### config.mk
export PLATFORM = sky130hd
export DESIGN_NAME = serv_irq_csr_flat
export DESIGN_NICKNAME = d
export VERILOG_FILES = /design/src/rtl/serv_irq_csr_if.sv /design/src/rtl/serv_irq_csr.sv /design/src/flat_wrapper.sv
export SDC_FILE = /design/constraint.sdc
export NUM_CORES = 1
export LEC_CHECK = 0
export ABC_AREA = 1
export CAP_MARGIN = 15
export CORE_MARGIN = 2
export CORE_UTILIZATION = 50
export DETAILED_ROUTE_END_ITERATION = 7
export PLACE_DENSITY = 0.76
export RECOVER_POWER = 100
export SYNTH_ARGS = -nofsm -noshare
export SYNTH_HDL_FRONTEND = slang
export SYNTH_SLANG_ARGS = --single-unit
### constraint.sdc
create_clock -name i_clk -period 2.2 [get_ports i_clk]
set_clock_uncertainty 0.1 [all_clocks]
set_input_delay 0.44 -clock i_clk [delete_from_list [all_inputs] [get_ports i_clk]]
set_output_delay 0.44 -clock i_clk [all_outputs]
set_load 0.005 [all_outputs]
### src/rtl/serv_irq_csr_if.sv
// Serial CSR/interrupt bus between the SERV control path (master) and the
// machine-mode CSR/interrupt unit (slave).
interface serv_irq_csr_if #(
  parameter int N_LOCAL = 4
);
  localparam int LW = (N_LOCAL > 0) ? N_LOCAL : 1;

  logic          i_init;
  logic          i_en;
  logic [4:0]    i_cnt;
  logic          i_cnt_done;
  logic          i_trap;
  logic          i_mret;
  logic          i_mstatus_en;
  logic          i_mie_en;
  logic          i_mip_en;
  logic          i_mcause_en;
  logic [1:0]    i_csr_source;
  logic          i_csr_d_sel;
  logic          i_csr_imm;
  logic          i_rs1;
  logic          i_rf_csr_out;
  logic          i_e_op;
  logic          i_ebreak;
  logic          i_mem_op;
  logic          i_mem_cmd;
  logic          i_msip;
  logic          i_mtip;
  logic          i_meip;
  logic [LW-1:0] i_lirq;
  logic          o_irq;
  logic          o_csr_in;
  logic          o_q;

  modport master (
    output i_init, i_en, i_cnt, i_cnt_done, i_trap, i_mret,
           i_mstatus_en, i_mie_en, i_mip_en, i_mcause_en,
           i_csr_source, i_csr_d_sel, i_csr_imm, i_rs1, i_rf_csr_out,
           i_e_op, i_ebreak, i_mem_op, i_mem_cmd,
           i_msip, i_mtip, i_meip, i_lirq,
    input  o_irq, o_csr_in, o_q
  );

  modport slave (
    input  i_init, i_en, i_cnt, i_cnt_done, i_trap, i_mret,
           i_mstatus_en, i_mie_en, i_mip_en, i_mcause_en,
           i_csr_source, i_csr_d_sel, i_csr_imm, i_rs1, i_rf_csr_out,
           i_e_op, i_ebreak, i_mem_op, i_mem_cmd,
           i_msip, i_mtip, i_meip, i_lirq,
    output o_irq, o_csr_in, o_q
  );
endinterface

### src/rtl/serv_irq_csr.sv
// Bit-serial machine-mode CSR and interrupt unit: mstatus (MIE/MPIE), mie,
// mip, mcause. One CSR bit per cycle, LSB first, bit index on i_cnt.
module serv_irq_csr #(
  parameter int    N_LOCAL        = 4,
  parameter int    SYNC_STAGES    = 2,
  parameter string RESET_STRATEGY = "MINI"
) (
  input  logic          i_clk,
  input  logic          i_rst_n,
  serv_irq_csr_if.slave bus
);
  localparam int LW         = (N_LOCAL > 0) ? N_LOCAL : 1;
  localparam int SW         = LW + 1;
  localparam bit RESET_MINI = (RESET_STRATEGY == "MINI");

  typedef struct packed {
    logic          mstatus_mie;
    logic          mstatus_mpie;
    logic          msie;
    logic          mtie;
    logic          meie;
    logic [LW-1:0] lie;
    logic          mcause_int;
    logic [4:0]    mcause_code;
    logic [4:0]    irq_code;
  } csr_state_t;

  csr_state_t  csr_q, csr_d;
  logic        irq_q, irq_d;
  logic [SW-1:0] async_lvl, sync_lvl;
  logic [31:0] mstatus_v, mie_v, mip_v, mcause_v, pend;
  logic        csr_bit, d_bit, csr_in;
  logic [4:0]  win_code, exc_code;
  logic        boundary, trap_now, mret_now;

  assign async_lvl = {bus.i_lirq, bus.i_meip};

  generate
    if (SYNC_STAGES == 0) begin : g_nosync
      assign sync_lvl = async_lvl;
    end else begin : g_sync
      logic [SW-1:0] sync_q [SYNC_STAGES];
      // Shift external/local IRQ levels through the synchroniser chain
      always_ff @(posedge i_clk or negedge i_rst_n) begin
        if (!i_rst_n) begin
          for (int s = 0; s < SYNC_STAGES; s++) sync_q[s] <= '0;
        end else begin
          // NOTE: non-blocking so every stage samples the previous stage's old value.
          sync_q[0] <= async_lvl;
          for (int s = 1; s < SYNC_STAGES; s++) sync_q[s] <= sync_q[s-1];
        end
      end
      assign sync_lvl = sync_q[SYNC_STAGES-1];
    end
  endgenerate

  // Assemble 32-bit architectural views of each CSR; unimplemented bits are 0
  always_comb begin
    // NOTE: every comb output gets a default first so no path infers a latch.
    mstatus_v     = '0;
    mstatus_v[3]  = csr_q.mstatus_mie;
    mstatus_v[7]  = csr_q.mstatus_mpie;
    mie_v         = '0;
    mie_v[3]      = csr_q.msie;
    mie_v[7]      = csr_q.mtie;
    mie_v[11]     = csr_q.meie;
    mip_v         = '0;
    mip_v[3]      = bus.i_msip;
    mip_v[7]      = bus.i_mtip;
    mip_v[11]     = sync_lvl[0];
    for (int k = 0; k < N_LOCAL; k++) begin
      mie_v[16+k] = csr_q.lie[k];
      mip_v[16+k] = sync_lvl[1+k];
    end
    mcause_v      = {csr_q.mcause_int, 26'd0, csr_q.mcause_code};
  end

  assign csr_bit = (bus.i_mstatus_en & mstatus_v[bus.i_cnt])
                 | (bus.i_mie_en     & mie_v[bus.i_cnt])
                 | (bus.i_mip_en     & mip_v[bus.i_cnt])
                 | (bus.i_mcause_en  & mcause_v[bus.i_cnt]);

  assign bus.o_q = bus.i_rf_csr_out | (bus.i_en & csr_bit);
  assign d_bit   = bus.i_csr_d_sel ? bus.i_csr_imm : bus.i_rs1;

  // Serial write data: plain write, set, clear, or pass the current value
  always_comb begin
    csr_in = bus.o_q;
    case (bus.i_csr_source)
      2'b01:   csr_in = d_bit;
      2'b10:   csr_in = bus.o_q | d_bit;
      2'b11:   csr_in = bus.o_q & ~d_bit;
      default: csr_in = bus.o_q;
    endcase
  end
  assign bus.o_csr_in = csr_in;

  assign pend = mip_v & mie_v;

  // Priority encode pending IRQs: MEI > MSI > MTI > local (highest k wins)
  always_comb begin
    win_code = 5'd0;
    for (int k = 0; k < N_LOCAL; k++) begin
      if (pend[16+k]) win_code = 5'(16 + k);
    end
    if (pend[7])  win_code = 5'd7;
    if (pend[3])  win_code = 5'd3;
    if (pend[11]) win_code = 5'd11;
  end

  assign exc_code = bus.i_e_op   ? (bus.i_ebreak  ? 5'd3 : 5'd11) :
                    bus.i_mem_op ? (bus.i_mem_cmd ? 5'd6 : 5'd4)  : 5'd0;

  assign boundary = !bus.i_init & bus.i_cnt_done;
  assign trap_now = bus.i_trap & bus.i_cnt_done;
  assign mret_now = bus.i_mret & bus.i_cnt_done;

  // Next CSR state: serial writes first, then mret, then trap (trap wins)
  always_comb begin
    csr_d = csr_q;
    irq_d = irq_q;
    if (bus.i_en & bus.i_mstatus_en) begin
      if (bus.i_cnt == 5'd3) csr_d.mstatus_mie  = csr_in;
      if (bus.i_cnt == 5'd7) csr_d.mstatus_mpie = csr_in;
    end
    if (bus.i_en & bus.i_mie_en) begin
      if (bus.i_cnt == 5'd3)  csr_d.msie = csr_in;
      if (bus.i_cnt == 5'd7)  csr_d.mtie = csr_in;
      if (bus.i_cnt == 5'd11) csr_d.meie = csr_in;
      for (int k = 0; k < N_LOCAL; k++) begin
        if (bus.i_cnt == 5'(16 + k)) csr_d.lie[k] = csr_in;
      end
    end
    if (bus.i_en & bus.i_mcause_en) begin
      if (bus.i_cnt < 5'd5)   csr_d.mcause_code[bus.i_cnt[2:0]] = csr_in;
      if (bus.i_cnt == 5'd31) csr_d.mcause_int = csr_in;
    end
    if (boundary) begin
      irq_d          = csr_q.mstatus_mie & (|pend);
      csr_d.irq_code = win_code;
    end
    if (mret_now) begin
      csr_d.mstatus_mie  = csr_q.mstatus_mpie;
      csr_d.mstatus_mpie = 1'b1;
    end
    if (trap_now) begin
      csr_d.mstatus_mpie = csr_q.mstatus_mie;
      csr_d.mstatus_mie  = 1'b0;
      csr_d.mcause_int   = irq_q;
      csr_d.mcause_code  = irq_q ? csr_q.irq_code : exc_code;
    end
  end

  generate
    if (RESET_MINI) begin : g_rst_mini
      // CSR state register with reset
      always_ff @(posedge i_clk or negedge i_rst_n) begin
        if (!i_rst_n) csr_q <= '0;
        else          csr_q <= csr_d;
      end
    end else begin : g_rst_none
      // NOTE: left unreset on purpose; software initialises these CSRs before enabling IRQs.
      always_ff @(posedge i_clk) begin
        csr_q <= csr_d;
      end
    end
  endgenerate

  // Interrupt request register, always reset
  always_ff @(posedge i_clk or negedge i_rst_n) begin
    if (!i_rst_n) irq_q <= 1'b0;
    else          irq_q <= irq_d;
  end

  assign bus.o_irq = irq_q;
endmodule

### src/flat_wrapper.sv
// flat-port wrapper written by rule: the top's interface ports become plain ports
module serv_irq_csr_flat 
#(
  parameter int    N_LOCAL        = 4,
  parameter int    SYNC_STAGES    = 2,
  parameter string RESET_STRATEGY = "    "
)
  (i_clk, i_rst_n, bus_i_init, bus_i_en, bus_i_cnt, bus_i_cnt_done, bus_i_trap, bus_i_mret, bus_i_mstatus_en, bus_i_mie_en, bus_i_mip_en, bus_i_mcause_en, bus_i_csr_source, bus_i_csr_d_sel, bus_i_csr_imm, bus_i_rs1, bus_i_rf_csr_out, bus_i_e_op, bus_i_ebreak, bus_i_mem_op, bus_i_mem_cmd, bus_i_msip, bus_i_mtip, bus_i_meip, bus_i_lirq, bus_o_irq, bus_o_csr_in, bus_o_q);
  serv_irq_csr_if #(.N_LOCAL(N_LOCAL)) bus_i ();
  input  logic i_clk;
  input  logic i_rst_n;
  input wire logic [$bits(bus_i.i_init)-1:0] bus_i_init;
  input wire logic [$bits(bus_i.i_en)-1:0] bus_i_en;
  input wire logic [$bits(bus_i.i_cnt)-1:0] bus_i_cnt;
  input wire logic [$bits(bus_i.i_cnt_done)-1:0] bus_i_cnt_done;
  input wire logic [$bits(bus_i.i_trap)-1:0] bus_i_trap;
  input wire logic [$bits(bus_i.i_mret)-1:0] bus_i_mret;
  input wire logic [$bits(bus_i.i_mstatus_en)-1:0] bus_i_mstatus_en;
  input wire logic [$bits(bus_i.i_mie_en)-1:0] bus_i_mie_en;
  input wire logic [$bits(bus_i.i_mip_en)-1:0] bus_i_mip_en;
  input wire logic [$bits(bus_i.i_mcause_en)-1:0] bus_i_mcause_en;
  input wire logic [$bits(bus_i.i_csr_source)-1:0] bus_i_csr_source;
  input wire logic [$bits(bus_i.i_csr_d_sel)-1:0] bus_i_csr_d_sel;
  input wire logic [$bits(bus_i.i_csr_imm)-1:0] bus_i_csr_imm;
  input wire logic [$bits(bus_i.i_rs1)-1:0] bus_i_rs1;
  input wire logic [$bits(bus_i.i_rf_csr_out)-1:0] bus_i_rf_csr_out;
  input wire logic [$bits(bus_i.i_e_op)-1:0] bus_i_e_op;
  input wire logic [$bits(bus_i.i_ebreak)-1:0] bus_i_ebreak;
  input wire logic [$bits(bus_i.i_mem_op)-1:0] bus_i_mem_op;
  input wire logic [$bits(bus_i.i_mem_cmd)-1:0] bus_i_mem_cmd;
  input wire logic [$bits(bus_i.i_msip)-1:0] bus_i_msip;
  input wire logic [$bits(bus_i.i_mtip)-1:0] bus_i_mtip;
  input wire logic [$bits(bus_i.i_meip)-1:0] bus_i_meip;
  input wire logic [$bits(bus_i.i_lirq)-1:0] bus_i_lirq;
  output wire logic [$bits(bus_i.o_irq)-1:0] bus_o_irq;
  output wire logic [$bits(bus_i.o_csr_in)-1:0] bus_o_csr_in;
  output wire logic [$bits(bus_i.o_q)-1:0] bus_o_q;
  assign bus_i.i_init = bus_i_init;
  assign bus_i.i_en = bus_i_en;
  assign bus_i.i_cnt = bus_i_cnt;
  assign bus_i.i_cnt_done = bus_i_cnt_done;
  assign bus_i.i_trap = bus_i_trap;
  assign bus_i.i_mret = bus_i_mret;
  assign bus_i.i_mstatus_en = bus_i_mstatus_en;
  assign bus_i.i_mie_en = bus_i_mie_en;
  assign bus_i.i_mip_en = bus_i_mip_en;
  assign bus_i.i_mcause_en = bus_i_mcause_en;
  assign bus_i.i_csr_source = bus_i_csr_source;
  assign bus_i.i_csr_d_sel = bus_i_csr_d_sel;
  assign bus_i.i_csr_imm = bus_i_csr_imm;
  assign bus_i.i_rs1 = bus_i_rs1;
  assign bus_i.i_rf_csr_out = bus_i_rf_csr_out;
  assign bus_i.i_e_op = bus_i_e_op;
  assign bus_i.i_ebreak = bus_i_ebreak;
  assign bus_i.i_mem_op = bus_i_mem_op;
  assign bus_i.i_mem_cmd = bus_i_mem_cmd;
  assign bus_i.i_msip = bus_i_msip;
  assign bus_i.i_mtip = bus_i_mtip;
  assign bus_i.i_meip = bus_i_meip;
  assign bus_i.i_lirq = bus_i_lirq;
  assign bus_o_irq = bus_i.o_irq;
  assign bus_o_csr_in = bus_i.o_csr_in;
  assign bus_o_q = bus_i.o_q;
  serv_irq_csr #(.N_LOCAL(N_LOCAL), .SYNC_STAGES(SYNC_STAGES), .RESET_STRATEGY(RESET_STRATEGY)) u_core (.i_clk(i_clk), .i_rst_n(i_rst_n), .bus(bus_i));
endmodule
==> results of run 1 <==
-- repair_timing --
action | 4_1_cts | 5_1_grt
cloned | 0 | 0
gates resized for setup | 33 | 9
pin swaps | 10 | 7
buffers inserted | 1 | 4
endpoints found under the setup margin | 2 | 2
-- sequential cells by signal (all words and copies together) (netlist names) --
name and count:
u_core.csr_q 20, u_core.sync_lvl 5, u_core.g_sync.sync_q 5, u_core.bus.o_irq 1
-- power breakdown --
group / total [W] / switching (W) / internal [W]
logic: 0.000293 / 0.000148 / 0.000145
registers: 0.000665 / 0.0000133 / 0.000652
clock network: 0.000355 / 0.000226 / 0.000129
-- cell families (layout without fill, tap and decap cells) --
| group | after synthesis | count (layout) | share of synthesized area [%] |
|---|---|---|---|
| AND/OR/NAND/NOR | 134 | 134 | 34.0 |
| AO/OA/AOI/OAI | 26 | 26 | 9.07 |
| buffers and inverters | 28 | 108 | 6.75 |
| flip-flops | 31 | 31 | 50.2 |
-- critical path, cell delays in order --
cell and delay (ps):
clkdlybuf4s50_1 450, nand2_2 90, nor2_1 50, nand2_1 50
nand2_1 90, a21oi_4 170, nand3_4 110, nand2_4 80
inv_4 40, buf_6 100
-- path summary, 6_finish.rpt --
path,endpoint,slack (ps),start
worst max-delay path,bus_o_csr_in,-20,bus_i_en
worst min register to register,u_core.sync_lvl[4],240,u_core.g_sync.sync_q[9]
min in group asynchronous,u_core.sync_lvl[4],360,i_rst_n
max in group asynchronous,u_core.sync_lvl[2],1310,i_rst_n
worst min-delay path,u_core.sync_lvl[4],240,u_core.g_sync.sync_q[9]
worst max register to register,u_core.csr_q[8],450,u_core.csr_q[14]
-- layout make-up --
class	instances	area, µm²
Clock inverter	3	23.8
Inverter	25	96.3
Clock buffer	5	37.5
Multi-Input combinational cell	160	769
Timing Repair Buffer	75	629
Sequential cell	31	866
Tap cell	46	57.6
Fill cell	274	857
-- routing by layer --
metal | routed length (µm) | vias up
li1 | - | 867
met1 | 1980 | 782
met2 | 2250 | 61
met3 | 238 | 10
met4 | 83 | 0
met5 | 0 | -
-- per-stage QoR --
step | worst slack (ps) | area, µm² | total power [W] | TNS [ps]
2_1_floorplan | 177 | 1720 | 0.000796 | 0
3_3_place_gp | -805 | 2370 | 0.000956 | -5240
3_5_place_dp | -830 | 2370 | 0.000961 | -5910
4_1_cts | -21.7 | 2440 | 0.00131 | -21.7
5_1_grt | -146 | 2480 | 0.00137 | -236
6_report | -22.2 | 2480 | 0.00131 | -22.2
-- placed cells by master (no fill, tap or decap), drive strengths merged --
cell type	netlist	final
nand2	83	83
buf	2	41
nor2	33	33
inv	25	26
edfxtp	19	19
clkdlybuf4s50	0	17
o21ai	13	13
dfrtp	11	11
nand4	9	9
clkbuf	1	9
a21oi	9	9
dlygate4sd3	0	8
nand3	7	7
dlygate4sd2	0	4
o211ai	2	2
clkinv	0	2
nor4	1	1
o21bai	1	1
a221oi	1	1
nor3b	1	1
clkdlybuf4s15	0	1
dfxtp	1	1
==> flow_results.xml, run 1 <==
<?xml version="1.0" encoding="UTF-8"?>
<metrics>
  <group name="run_status">
    <metric name="outcome" unit="">finished with violations</metric>
    <metric name="violations" unit="">setup timing</metric>
  </group>
  <group name="power_and_ir_drop">
    <metric name="vdd_drop_max" unit="V">0.000546</metric>
    <metric name="power_per_cell_area" unit="mW/mm²">530</metric>
    <metric name="p_leak" unit="nW">1.17</metric>
  </group>
  <group name="detailed_routing">
    <metric name="drt_iter0_drc" unit="">102</metric>
    <metric name="drt-wirelength-per-cell" unit="µm">13.2</metric>
    <metric name="firstDrtPassIters" unit="">5</metric>
    <metric name="detail-route-antenna-nets" unit="">0</metric>
    <metric name="routed_wirelength" unit="mm">4.56</metric>
    <metric name="detail_route.drc_violations" unit="">0</metric>
    <metric name="via_count" unit="">1720</metric>
    <metric name="vias_per_cell" unit="">4.99</metric>
  </group>
  <group name="cts">
    <metric name="clk_root_buffer_cell" unit="">clkbuf_4</metric>
    <metric name="ctsHtreeMaxLevel" unit="">2</metric>
    <metric name="cts_stage_hold_buffer_count" unit="">0</metric>
    <metric name="clkSlewWorstSetupHoldPaths" unit="ps">120</metric>
    <metric name="cts_tree" unit="">done</metric>
    <metric name="number_of_clock_sinks_seen_by_cts" unit="">31</metric>
    <metric name="max_clock_buf_depth" unit="">2</metric>
    <metric name="worstSkewPairLatency" unit="ps">350</metric>
    <metric name="numCtsBuffers" unit="">5</metric>
  </group>
  <group name="cells_and_area">
    <metric name="final_net_count" unit="">331</metric>
    <metric name="final_cells" unit="">345</metric>
    <metric name="final_util" unit="%">74.3</metric>
    <metric name="areaGrowthSynthToFinish" unit="%">43.8</metric>
    <metric name="final_layout_size_suffix_gt1_share" unit="%">24.4</metric>
    <metric name="number_of_diodes" unit="">0</metric>
  </group>
  <group name="setup_path">
    <metric name="critical_path.max_fanout" unit="">3</metric>
    <metric name="criticalPathCategory" unit="">input pin to output port</metric>
    <metric name="critPathRequiredTime" unit="ps">1660</metric>
    <metric name="crit_arrival" unit="ps">1680</metric>
    <metric name="worstSetupEndpointType" unit="">output port</metric>
    <metric name="r2r.worst_path.cells" unit="">13</metric>
    <metric name="startpoint_type" unit="">input pin</metric>
  </group>
  <group name="global_routing">
    <metric name="total_global_route_track_usage" unit="%">24.9</metric>
    <metric name="via_count_of_the_first_global_routing_pass" unit="">1631</metric>
    <metric name="globalRouteMet2Util" unit="%">42.5</metric>
    <metric name="use_met1" unit="%">31.7</metric>
    <metric name="grt_max_degree" unit="">15</metric>
    <metric name="gr-max-usage-layer" unit="">met2</metric>
    <metric name="grt_first_pass_wirelength" unit="mm">7.42</metric>
    <metric name="use_met3" unit="%">5.23</metric>
    <metric name="grt_antenna_before_repair" unit="">0</metric>
    <metric name="overflow_left_after_global_routing" unit="">0</metric>
  </group>
  <group name="synth">
    <metric name="syn_nets" unit="">252</metric>
    <metric name="yosys.area.top_type" unit="">edfxtp_1</metric>
    <metric name="synth_async_sr_flop_share" unit="%">35.5</metric>
    <metric name="netlist_top_cells_count" unit="">80 x nand2_1, 31 x nor2_1, 24 x inv_1</metric>
    <metric name="synth_register_bits" unit="">31</metric>
    <metric name="mappedNetlistArea" unit="mm²">0.00172</metric>
    <metric name="most_frequently_used_cell_type_in_the_post_synthesis_netlist" unit="">nand2_1</metric>
    <metric name="post_synth_main_area_contributors" unit="">edfxtp_1 33%, nand2_1 17%, dfrtp_1 16%</metric>
    <metric name="yosysWarningCount" unit="">0</metric>
    <metric name="cell_variety_after_synth" unit="">27</metric>
    <metric name="postSynthCellCount" unit="">219</metric>
    <metric name="synth-edff-count" unit="">19</metric>
    <metric name="synth_top_cell_area_share" unit="%">33.1</metric>
    <metric name="mean_instance_size_in_the_synthesized_netlist" unit="µm²">7.87</metric>
    <metric name="seq_area_frac_synth" unit="%">50.2</metric>
    <metric name="synth_flop_cell" unit="">edfxtp_1</metric>
  </group>
  <group name="timing">
    <metric name="fin_crit" unit="ps">2220</metric>
    <metric name="final.period_utilization" unit="%">101</metric>
    <metric name="rsz0062_at_grt" unit="">true</metric>
    <metric name="timing.final.hold_violations" unit="">0</metric>
    <metric name="worst_pin_slew" unit="ps">619</metric>
    <metric name="timing_max_transition_violations_final" unit="">0</metric>
    <metric name="timing.slew.headroom" unit="%">58.8</metric>
    <metric name="setup_viol" unit="">1</metric>
    <metric name="holdWs" unit="ps">241</metric>
    <metric name="maxClockFrequency" unit="MHz">450</metric>
    <metric name="final_critical_path_setup_slack" unit="ps">-22.2</metric>
  </group>
  <group name="place">
    <metric name="place.port_buffers" unit="">35</metric>
    <metric name="place_hpwl" unit="mm">3.55</metric>
    <metric name="place_congestion" unit="">0.993</metric>
    <metric name="placed_cells_incl_taps" unit="">332</metric>
  </group>
  <group name="floorplanning">
    <metric name="pin_count" unit="">36</metric>
    <metric name="die_height" unit="µm">62.7</metric>
    <metric name="core.rowCount" unit="">21</metric>
    <metric name="dieArea" unit="mm²">0.00393</metric>
    <metric name="fp.coreArea" unit="mm²">0.00334</metric>
    <metric name="initial_core_util" unit="%">51.7</metric>
    <metric name="die_x" unit="µm">62.7</metric>
  </group>
  <group name="worst_hold_path">
    <metric name="hold_depth" unit="">0</metric>
    <metric name="hold_path_class" unit="">register to register</metric>
  </group>
  <group name="run">
    <metric name="max_cap_violations" unit="">0</metric>
  </group>
</metrics>
Note: power is estimated with default switching activity, not from simulation.
==> inputs of run 2 (changes only) <==
- CORE_UTILIZATION: 50 -> 45
- CTS_CLUSTER_DIAMETER: unset -> 100
- PLACE_DENSITY: 0.76 -> 0.7
==> run 2 against run 1 <==
The flow still finishes with violations (setup timing); sequential power about the same; critical path depth increased by 3; combinational power increased by 2%; design area increased by 3.1%; critical path type is now register to output port; critical endpoint unchanged; largest power group unchanged.
==> flow_results.xml, run 2 (synthesized netlist as in run 1, its figures left out) <==
<?xml version="1.0" encoding="UTF-8"?>
<metrics>
  <group name="setup_path">
    <metric name="reg2reg_setup_slack" unit="ps">280</metric>
    <metric name="crit_arrival" unit="ps">1670</metric>
    <metric name="critical_path.reg2reg.startpoint" unit="">u_core.sync_lvl[4]</metric>
    <metric name="cp-startpoint" unit="">u_core.sync_lvl[4]</metric>
    <metric name="r2r.worst_path.cells" unit="">15</metric>
    <metric name="worstSetupEndpointType" unit="">output port</metric>
    <metric name="startpoint_type" unit="">register</metric>
    <metric name="criticalPathCategory" unit="">register to output port</metric>
    <metric name="rr_endpoint" unit="">u_core.csr_q[10]</metric>
    <metric name="critPathRequiredTime" unit="ps">1660</metric>
    <metric name="critical_path.max_fanout" unit="">2</metric>
  </group>
  <group name="cts">
    <metric name="clkSlewWorstSetupHoldPaths" unit="ps">70</metric>
    <metric name="cts_stage_hold_buffer_count" unit="">0</metric>
    <metric name="clk_root_buffer_cell" unit="">clkbuf_8</metric>
    <metric name="max_clock_buf_depth" unit="">2</metric>
    <metric name="worstSkewPairLatency" unit="ps">290</metric>
    <metric name="ctsHtreeMaxLevel" unit="">2</metric>
    <metric name="numCtsBuffers" unit="">5</metric>
    <metric name="number_of_clock_sinks_seen_by_cts" unit="">31</metric>
    <metric name="cts_tree" unit="">done</metric>
  </group>
  <group name="floorplanning">
    <metric name="die_height" unit="µm">65.9</metric>
    <metric name="fp.coreArea" unit="mm²">0.00366</metric>
    <metric name="initial_core_util" unit="%">47.1</metric>
    <metric name="pin_count" unit="">36</metric>
    <metric name="core.rowCount" unit="">22</metric>
    <metric name="dieArea" unit="mm²">0.00434</metric>
    <metric name="die_x" unit="µm">65.9</metric>
  </group>
  <group name="place">
    <metric name="place_hpwl" unit="mm">3.68</metric>
    <metric name="placed_cells_incl_taps" unit="">335</metric>
    <metric name="dp_slack" unit="ps">-924</metric>
    <metric name="post_dp_cell_area" unit="mm²">0.00238</metric>
    <metric name="place.port_buffers" unit="">35</metric>
    <metric name="place_congestion" unit="">0.873</metric>
  </group>
  <group name="detailed_routing">
    <metric name="routed_wirelength" unit="mm">4.69</metric>
    <metric name="detail-route-antenna-nets" unit="">0</metric>
    <metric name="via_count" unit="">1744</metric>
    <metric name="detail_route.drc_violations" unit="">0</metric>
    <metric name="firstDrtPassIters" unit="">4</metric>
    <metric name="vias_per_cell" unit="">4.93</metric>
    <metric name="drt_iter0_drc" unit="">120</metric>
    <metric name="drt-wirelength-per-cell" unit="µm">13.3</metric>
  </group>
  <group name="timing">
    <metric name="timing.final.hold_violations" unit="">0</metric>
    <metric name="final_critical_path_setup_slack" unit="ps">-5.68</metric>
    <metric name="timing_max_transition_violations_final" unit="">0</metric>
    <metric name="timing.slew.headroom" unit="%">62.9</metric>
    <metric name="worst_pin_slew" unit="ps">557</metric>
    <metric name="rsz0062_at_grt" unit="">true</metric>
    <metric name="setup_viol" unit="">1</metric>
    <metric name="final.period_utilization" unit="%">100</metric>
    <metric name="totalNegativeSetupSlack" unit="ps">-5.68</metric>
    <metric name="fin_crit" unit="ps">2210</metric>
    <metric name="maxClockFrequency" unit="MHz">453</metric>
  </group>
  <group name="cells_and_area">
    <metric name="final_cells" unit="">354</metric>
    <metric name="largest_register" unit="">u_core.csr_q</metric>
    <metric name="layout.cell_area.non_filler" unit="mm²">0.00256</metric>
    <metric name="layout_common_cells" unit="">78 x nand2_1, 41 x buf_4, 29 x nor2_1</metric>
    <metric name="number_of_diodes" unit="">0</metric>
    <metric name="area_used_by_multi_input_combinational_logic" unit="µm²">761</metric>
    <metric name="final_net_count" unit="">338</metric>
    <metric name="num-fill-cells" unit="">320</metric>
    <metric name="final_layout_size_suffix_gt1_share" unit="%">26.5</metric>
    <metric name="layout_commonest_cell" unit="">nand2_1</metric>
    <metric name="areaGrowthSynthToFinish" unit="%">48.3</metric>
    <metric name="flip_flop_count_of_the_largest_register_all_copies_and_words_added" unit="">20</metric>
    <metric name="final_util" unit="%">69.9</metric>
    <metric name="seqCellArea" unit="µm²">866</metric>
  </group>
  <group name="global_routing">
    <metric name="grt_first_pass_wirelength" unit="mm">7.90</metric>
    <metric name="via_count_of_the_first_global_routing_pass" unit="">1675</metric>
    <metric name="overflow_left_after_global_routing" unit="">0</metric>
    <metric name="total_global_route_track_usage" unit="%">25.2</metric>
    <metric name="grt_max_degree" unit="">14</metric>
    <metric name="grt_antenna_before_repair" unit="">0</metric>
  </group>
  <group name="power_and_ir_drop">
    <metric name="power.share.switching" unit="%">27.9</metric>
    <metric name="sw_pwr" unit="W">0.000398</metric>
    <metric name="share_comb_of_total_power" unit="%">21.0</metric>
    <metric name="clkPwrFrac" unit="%">32.3</metric>
    <metric name="vdd_drop_max" unit="V">0.000549</metric>
    <metric name="seq_power_share" unit="%">46.7</metric>
    <metric name="p_leak" unit="nW">1.22</metric>
    <metric name="power_per_cell_area" unit="mW/mm²">557</metric>
    <metric name="internal-power" unit="W">0.00103</metric>
  </group>
  <group name="run_status">
    <metric name="outcome" unit="">finished with violations</metric>
    <metric name="violations" unit="">setup timing</metric>
  </group>
  <group name="worst_hold_path">
    <metric name="hold_depth" unit="">0</metric>
    <metric name="min_to" unit="">u_core.sync_lvl[2]</metric>
    <metric name="hold_path_class" unit="">register to register</metric>
    <metric name="min-delay-start" unit="">u_core.g_sync.sync_q[7]</metric>
  </group>
  <group name="run">
    <metric name="max_cap_violations" unit="">0</metric>
  </group>
</metrics>
## run 2: cell types whose count changed in the layout (fill, tap and decap cells not counted), moves of 2 or more
cell             change
buf_4                +6
clkbuf_8             +5
clkbuf_4             -3
clkdlybuf4s50_1      -3
clkdlybuf4s15_2      +2
clkinv_4             -2
o21ai_1              +2
## run 2: power by group through the flow
stage	Sequential, W	Combinational [W]	Clock, W
floorplan	0.000674	0.000121	0
global placement	0.000677	0.000282	0
detailed placement	0.000678	0.000284	0
CTS	0.000666	0.000299	0.000474
global route	0.000669	0.000331	0.000499
finish	0.000666	0.000299	0.000461
## run 2: cell type report
| class | instances | share of cell area, % |
|---|---|---|
| clock inverters | 3 | 0.832 |
| well taps | 48 | 2.35 |
| inverters | 25 | 3.82 |
| clock buffers | 5 | 2.69 |
| repair buffers | 82 | 26.7 |
| multi-input cells | 160 | 29.7 |
| flip-flops and latches | 31 | 33.9 |
## run 2: routing by layer
metal  GRT usage, %  vias up  part of all wire [%]
met3           5.28        9                   5.6
met4           8.07        0                   1.6
met1           34.3      792                    45
li1               -      883                     -
met2           40.2       60                    48
met5              0        -                     0
## run 2: worst max path at each step
stage | end | slack, ps | cells past startpoint
2_1_floorplan | bus_o_csr_in | 180 | 11
3_3_place_gp | bus_o_csr_in | -930 | 12
3_5_place_dp | bus_o_csr_in | -920 | 13
4_1_cts | bus_o_csr_in | -30 | 11
5_1_grt | bus_o_csr_in | -140 | 13
6_report | bus_o_csr_in | -6 | 13
## run 2: critical path, stage by stage, from the launching register on
cell and delay (ps):
dfrtp_1 410, nand2_1 90, nand2_1 70, nand2_1 60, nand2_1 50, nand2_1 50
nand2_1 50, nand2_1 70, nand3_2 60, nand2_2 90, nand3_4 80, nand2_4 80
clkinvlp_4 90, buf_2 130
## run 2: repair_timing
item | in CTS | in global routing
pin swaps | 12 | 8
buffers inserted | 7 | 4
endpoints found under the hold margin | 0 | 0
cloned | 0 | 0
resized for setup | 43 | 4
endpoints found under the setup margin | 2 | 2
## run 2: through the flow
| stage | hold WS (ps) | power (W) |
|---|---|---|
| after floorplan | 44.4 | 0.000796 |
| after global placement | 233 | 0.000959 |
| after detailed placement | 235 | 0.000963 |
| after CTS | 252 | 0.00144 |
| after global routing | 266 | 0.00150 |
| final | 249 | 0.00143 |
==> inputs of run 3 (changes only) <==
- ABC_AREA: 1 -> unset
- CAP_MARGIN: 15 -> 20
- PLACE_DENSITY: 0.7 -> 0.71
==> run 3 against run 2 <==
The run still ends with setup timing left; combinational power down 18%; non-clock buffer count fell by 11; die area fell by 7.2%; critical endpoint unchanged.
==> flow_results.xml, run 3 <==
<?xml version="1.0" encoding="UTF-8"?>
<metrics>
  <group name="place">
    <metric name="place.port_buffers" unit="">35</metric>
    <metric name="place_congestion" unit="">0.911</metric>
    <metric name="place_hpwl" unit="mm">3.33</metric>
    <metric name="dp_slack" unit="ps">-1040</metric>
  </group>
  <group name="floorplanning">
    <metric name="fp.coreArea" unit="mm²">0.00336</metric>
    <metric name="dieArea" unit="mm²">0.00403</metric>
    <metric name="core.rowCount" unit="">21</metric>
    <metric name="initial_core_util" unit="%">47.4</metric>
    <metric name="die_x" unit="µm">63.5</metric>
    <metric name="pin_count" unit="">36</metric>
    <metric name="die_height" unit="µm">63.5</metric>
  </group>
  <group name="cells_and_area">
    <metric name="largest_register" unit="">u_core.csr_q</metric>
    <metric name="areaGrowthSynthToFinish" unit="%">44.9</metric>
    <metric name="final_layout_size_suffix_gt1_share" unit="%">26.9</metric>
    <metric name="layout_commonest_cell" unit="">buf_4</metric>
    <metric name="final_net_count" unit="">255</metric>
    <metric name="flip_flop_count_of_the_largest_register_all_copies_and_words_added" unit="">20</metric>
    <metric name="number_of_diodes" unit="">0</metric>
    <metric name="final_util" unit="%">68.6</metric>
    <metric name="num-fill-cells" unit="">284</metric>
    <metric name="layout_common_cells" unit="">28 x buf_4, 19 x nand2_1, 19 x edfxtp_1</metric>
  </group>
  <group name="setup_path">
    <metric name="cp_top_family" unit="">multiplexers</metric>
    <metric name="cp_cell_sequence" unit="">mux4_2 &gt; nand3_2 &gt; a41o_1 &gt; a21oi_2 &gt; nor3_4 &gt; inv_2 &gt; buf_2</metric>
    <metric name="cp-startpoint" unit="">u_core.csr_q[14]</metric>
    <metric name="reg2reg_setup_slack" unit="ps">-50</metric>
    <metric name="critical_path.reg2reg.startpoint" unit="">u_core.csr_q[14]</metric>
    <metric name="criticalPathCategory" unit="">register to output port</metric>
    <metric name="timing.critical_path.depth" unit="">7</metric>
    <metric name="rr_endpoint" unit="">u_core.csr_q[9]</metric>
    <metric name="r2r.worst_path.cells" unit="">7</metric>
    <metric name="startpoint_type" unit="">register</metric>
    <metric name="crit_end" unit="">bus_o_csr_in</metric>
    <metric name="worstSetupEndpointType" unit="">output port</metric>
    <metric name="critPathRequiredTime" unit="ps">1660</metric>
    <metric name="crit_buf_inv" unit="">2</metric>
    <metric name="worst_path_max_delay_cell" unit="">mux4_2</metric>
    <metric name="crit_arrival" unit="ps">2070</metric>
    <metric name="max_stage_delay" unit="ps">500</metric>
    <metric name="critical_path.max_fanout" unit="">3</metric>
  </group>
  <group name="detailed_routing">
    <metric name="routed_wirelength" unit="mm">4.19</metric>
    <metric name="via_count" unit="">1461</metric>
    <metric name="detail_route.drc_violations" unit="">0</metric>
    <metric name="detail-route-antenna-nets" unit="">0</metric>
    <metric name="drt_iter0_drc" unit="">142</metric>
    <metric name="drt-wirelength-per-cell" unit="µm">15.6</metric>
    <metric name="firstDrtPassIters" unit="">4</metric>
    <metric name="vias_per_cell" unit="">5.43</metric>
  </group>
  <group name="synth">
    <metric name="yosysWarningCount" unit="">0</metric>
    <metric name="synth_async_sr_flop_share" unit="%">35.5</metric>
    <metric name="synth_top_family_by_area" unit="">simple AND/OR/NAND/NOR gates</metric>
    <metric name="mappedNetlistArea" unit="mm²">0.00159</metric>
    <metric name="seq_area_frac_synth" unit="%">54.4</metric>
    <metric name="synth.mux.area_fraction" unit="%">7.38</metric>
    <metric name="cell_variety_after_synth" unit="">39</metric>
    <metric name="synth-edff-count" unit="">19</metric>
    <metric name="syn_nets" unit="">184</metric>
    <metric name="netlist_top_cells_count" unit="">20 x nand2_1, 19 x edfxtp_1, 16 x nor2_1</metric>
    <metric name="post_synth_fa_ha_maj_area_fraction" unit="%">0</metric>
    <metric name="synth_register_bits" unit="">31</metric>
    <metric name="synth_flop_cell" unit="">edfxtp_1</metric>
    <metric name="postSynthCellCount" unit="">151</metric>
    <metric name="synth_compound_gate_area_share" unit="%">12.3</metric>
    <metric name="post_synth_main_area_contributors" unit="">edfxtp_1 36%, dfrtp_1 17%, nand2_1 4.7%</metric>
    <metric name="synth_top_cell_area_share" unit="%">35.8</metric>
    <metric name="share_of_synthesized_cell_area_in_and_or_nand_and_nor_gates" unit="%">22.3</metric>
    <metric name="synth-xor-area-share" unit="%">0</metric>
    <metric name="yosys.area.top_type" unit="">edfxtp_1</metric>
    <metric name="most_frequently_used_cell_type_in_the_post_synthesis_netlist" unit="">nand2_1</metric>
    <metric name="mean_instance_size_in_the_synthesized_netlist" unit="µm²">10.5</metric>
  </group>
  <group name="timing">
    <metric name="final_critical_path_setup_slack" unit="ps">-405</metric>
    <metric name="setup_viol" unit="">8</metric>
    <metric name="timing_max_transition_violations_final" unit="">0</metric>
    <metric name="holdWs" unit="ps">260</metric>
    <metric name="maxClockFrequency" unit="MHz">384</metric>
    <metric name="timing.slew.headroom" unit="%">63.1</metric>
    <metric name="timing.final.hold_violations" unit="">0</metric>
    <metric name="final.period_utilization" unit="%">118</metric>
    <metric name="worst_pin_slew" unit="ps">554</metric>
    <metric name="fin_crit" unit="ps">2610</metric>
    <metric name="rsz0062_at_grt" unit="">true</metric>
  </group>
  <group name="power_and_ir_drop">
    <metric name="share_comb_of_total_power" unit="%">19.5</metric>
    <metric name="vdd_drop_max" unit="V">0.000410</metric>
    <metric name="internal-power" unit="W">0.000909</metric>
    <metric name="power.share.switching" unit="%">27.6</metric>
    <metric name="sw_pwr" unit="W">0.000346</metric>
    <metric name="seq_power_share" unit="%">53.0</metric>
    <metric name="p_leak" unit="nW">0.904</metric>
    <metric name="clkPwrFrac" unit="%">27.5</metric>
    <metric name="power_per_cell_area" unit="mW/mm²">544</metric>
  </group>
  <group name="cts">
    <metric name="ctsHtreeMaxLevel" unit="">2</metric>
    <metric name="cts_tree" unit="">done</metric>
    <metric name="number_of_clock_sinks_seen_by_cts" unit="">31</metric>
    <metric name="worstSkewPairLatency" unit="ps">340</metric>
    <metric name="clkSlewWorstSetupHoldPaths" unit="ps">100</metric>
    <metric name="max_clock_buf_depth" unit="">2</metric>
    <metric name="clk_root_buffer_cell" unit="">clkbuf_4</metric>
    <metric name="numCtsBuffers" unit="">5</metric>
  </group>
  <group name="run">
    <metric name="max_cap_violations" unit="">0</metric>
  </group>
  <group name="global_routing">
    <metric name="grt_antenna_before_repair" unit="">0</metric>
    <metric name="grt_max_degree" unit="">16</metric>
    <metric name="overflow_left_after_global_routing" unit="">0</metric>
    <metric name="via_count_of_the_first_global_routing_pass" unit="">1391</metric>
    <metric name="total_global_route_track_usage" unit="%">21.3</metric>
    <metric name="grt_first_pass_wirelength" unit="mm">6.38</metric>
  </group>
  <group name="run_status">
    <metric name="outcome" unit="">finished with violations</metric>
    <metric name="violations" unit="">setup timing</metric>
  </group>
  <group name="worst_hold_path">
    <metric name="hold_path_class" unit="">register to register</metric>
  </group>
</metrics>
-- run 3: final cells by class --
class	instances	area [µm²]	area share, %
Clock buffer	5	37.5	1.63
Inverter	4	15.0	0.650
Tap cell	46	57.6	2.49
Sequential cell	31	866	37.5
Timing Repair Buffer	71	594	25.7
Multi-Input combinational cell	109	714	30.9
Clock inverter	3	23.8	1.03
-- run 3: cells by family (layout without fill, tap and decap cells) --
group,count (synthesis),count (layout)
AO/OA/AOI/OAI,32,32
buffers and inverters,11,83
flip-flops,31,31
multiplexers,8,8
AND/OR/NAND/NOR,69,69
-- run 3: per-layer routing --
metal	vias up	track usage (%)	wire length, µm
met4	0	7.34	52
met2	42	36.7	2180
li1	703	-	-
met3	6	5.18	251
met1	710	26.0	1700
met5	-	0	0
-- run 3: power by group through the flow --
stage,Clock [W],Sequential (W),Combinational [W]
after detailed placement,0,0.000678,0.000244
final,0.000345,0.000665,0.000245
after global placement,0,0.000677,0.000239
after CTS,0.000356,0.000665,0.000246
after global routing,0.000388,0.000668,0.000266
after floorplan,0,0.000669,0.000112
-- run 3: worst min-delay path by stage --
stage,startpoint,to,slack [ps],cells after the start
floorplan,i_rst_n,u_core.bus.o_irq,40,0
global placement,u_core.g_sync.sync_q[7],u_core.sync_lvl[2],230,0
detailed placement,u_core.g_sync.sync_q[6],u_core.sync_lvl[1],240,0
CTS,u_core.g_sync.sync_q[6],u_core.sync_lvl[1],260,0
global route,u_core.g_sync.sync_q[6],u_core.sync_lvl[1],270,0
finish,u_core.g_sync.sync_q[7],u_core.sync_lvl[2],260,0
-- run 3: through the flow --
step | cells | cell area, µm² | TNS (ps) | total power (W)
2_1_floorplan | 151 | 1620 | -146 | 0.000781
3_3_place_gp | 255 | 2200 | -10400 | 0.000916
3_5_place_dp | 255 | 2200 | -11070 | 0.000922
4_1_cts | 268 | 2310 | -652 | 0.00127
5_1_grt | 269 | 2310 | -1680 | 0.00132
6_report | 269 | 2310 | -861 | 0.00126
-- run 3: repair_timing --
item	in CTS	in global routing
resized for setup	25	7
pin swaps	6	3
hold buffers	0	0
setup endpoints to repair	17	9
buffers inserted	6	2
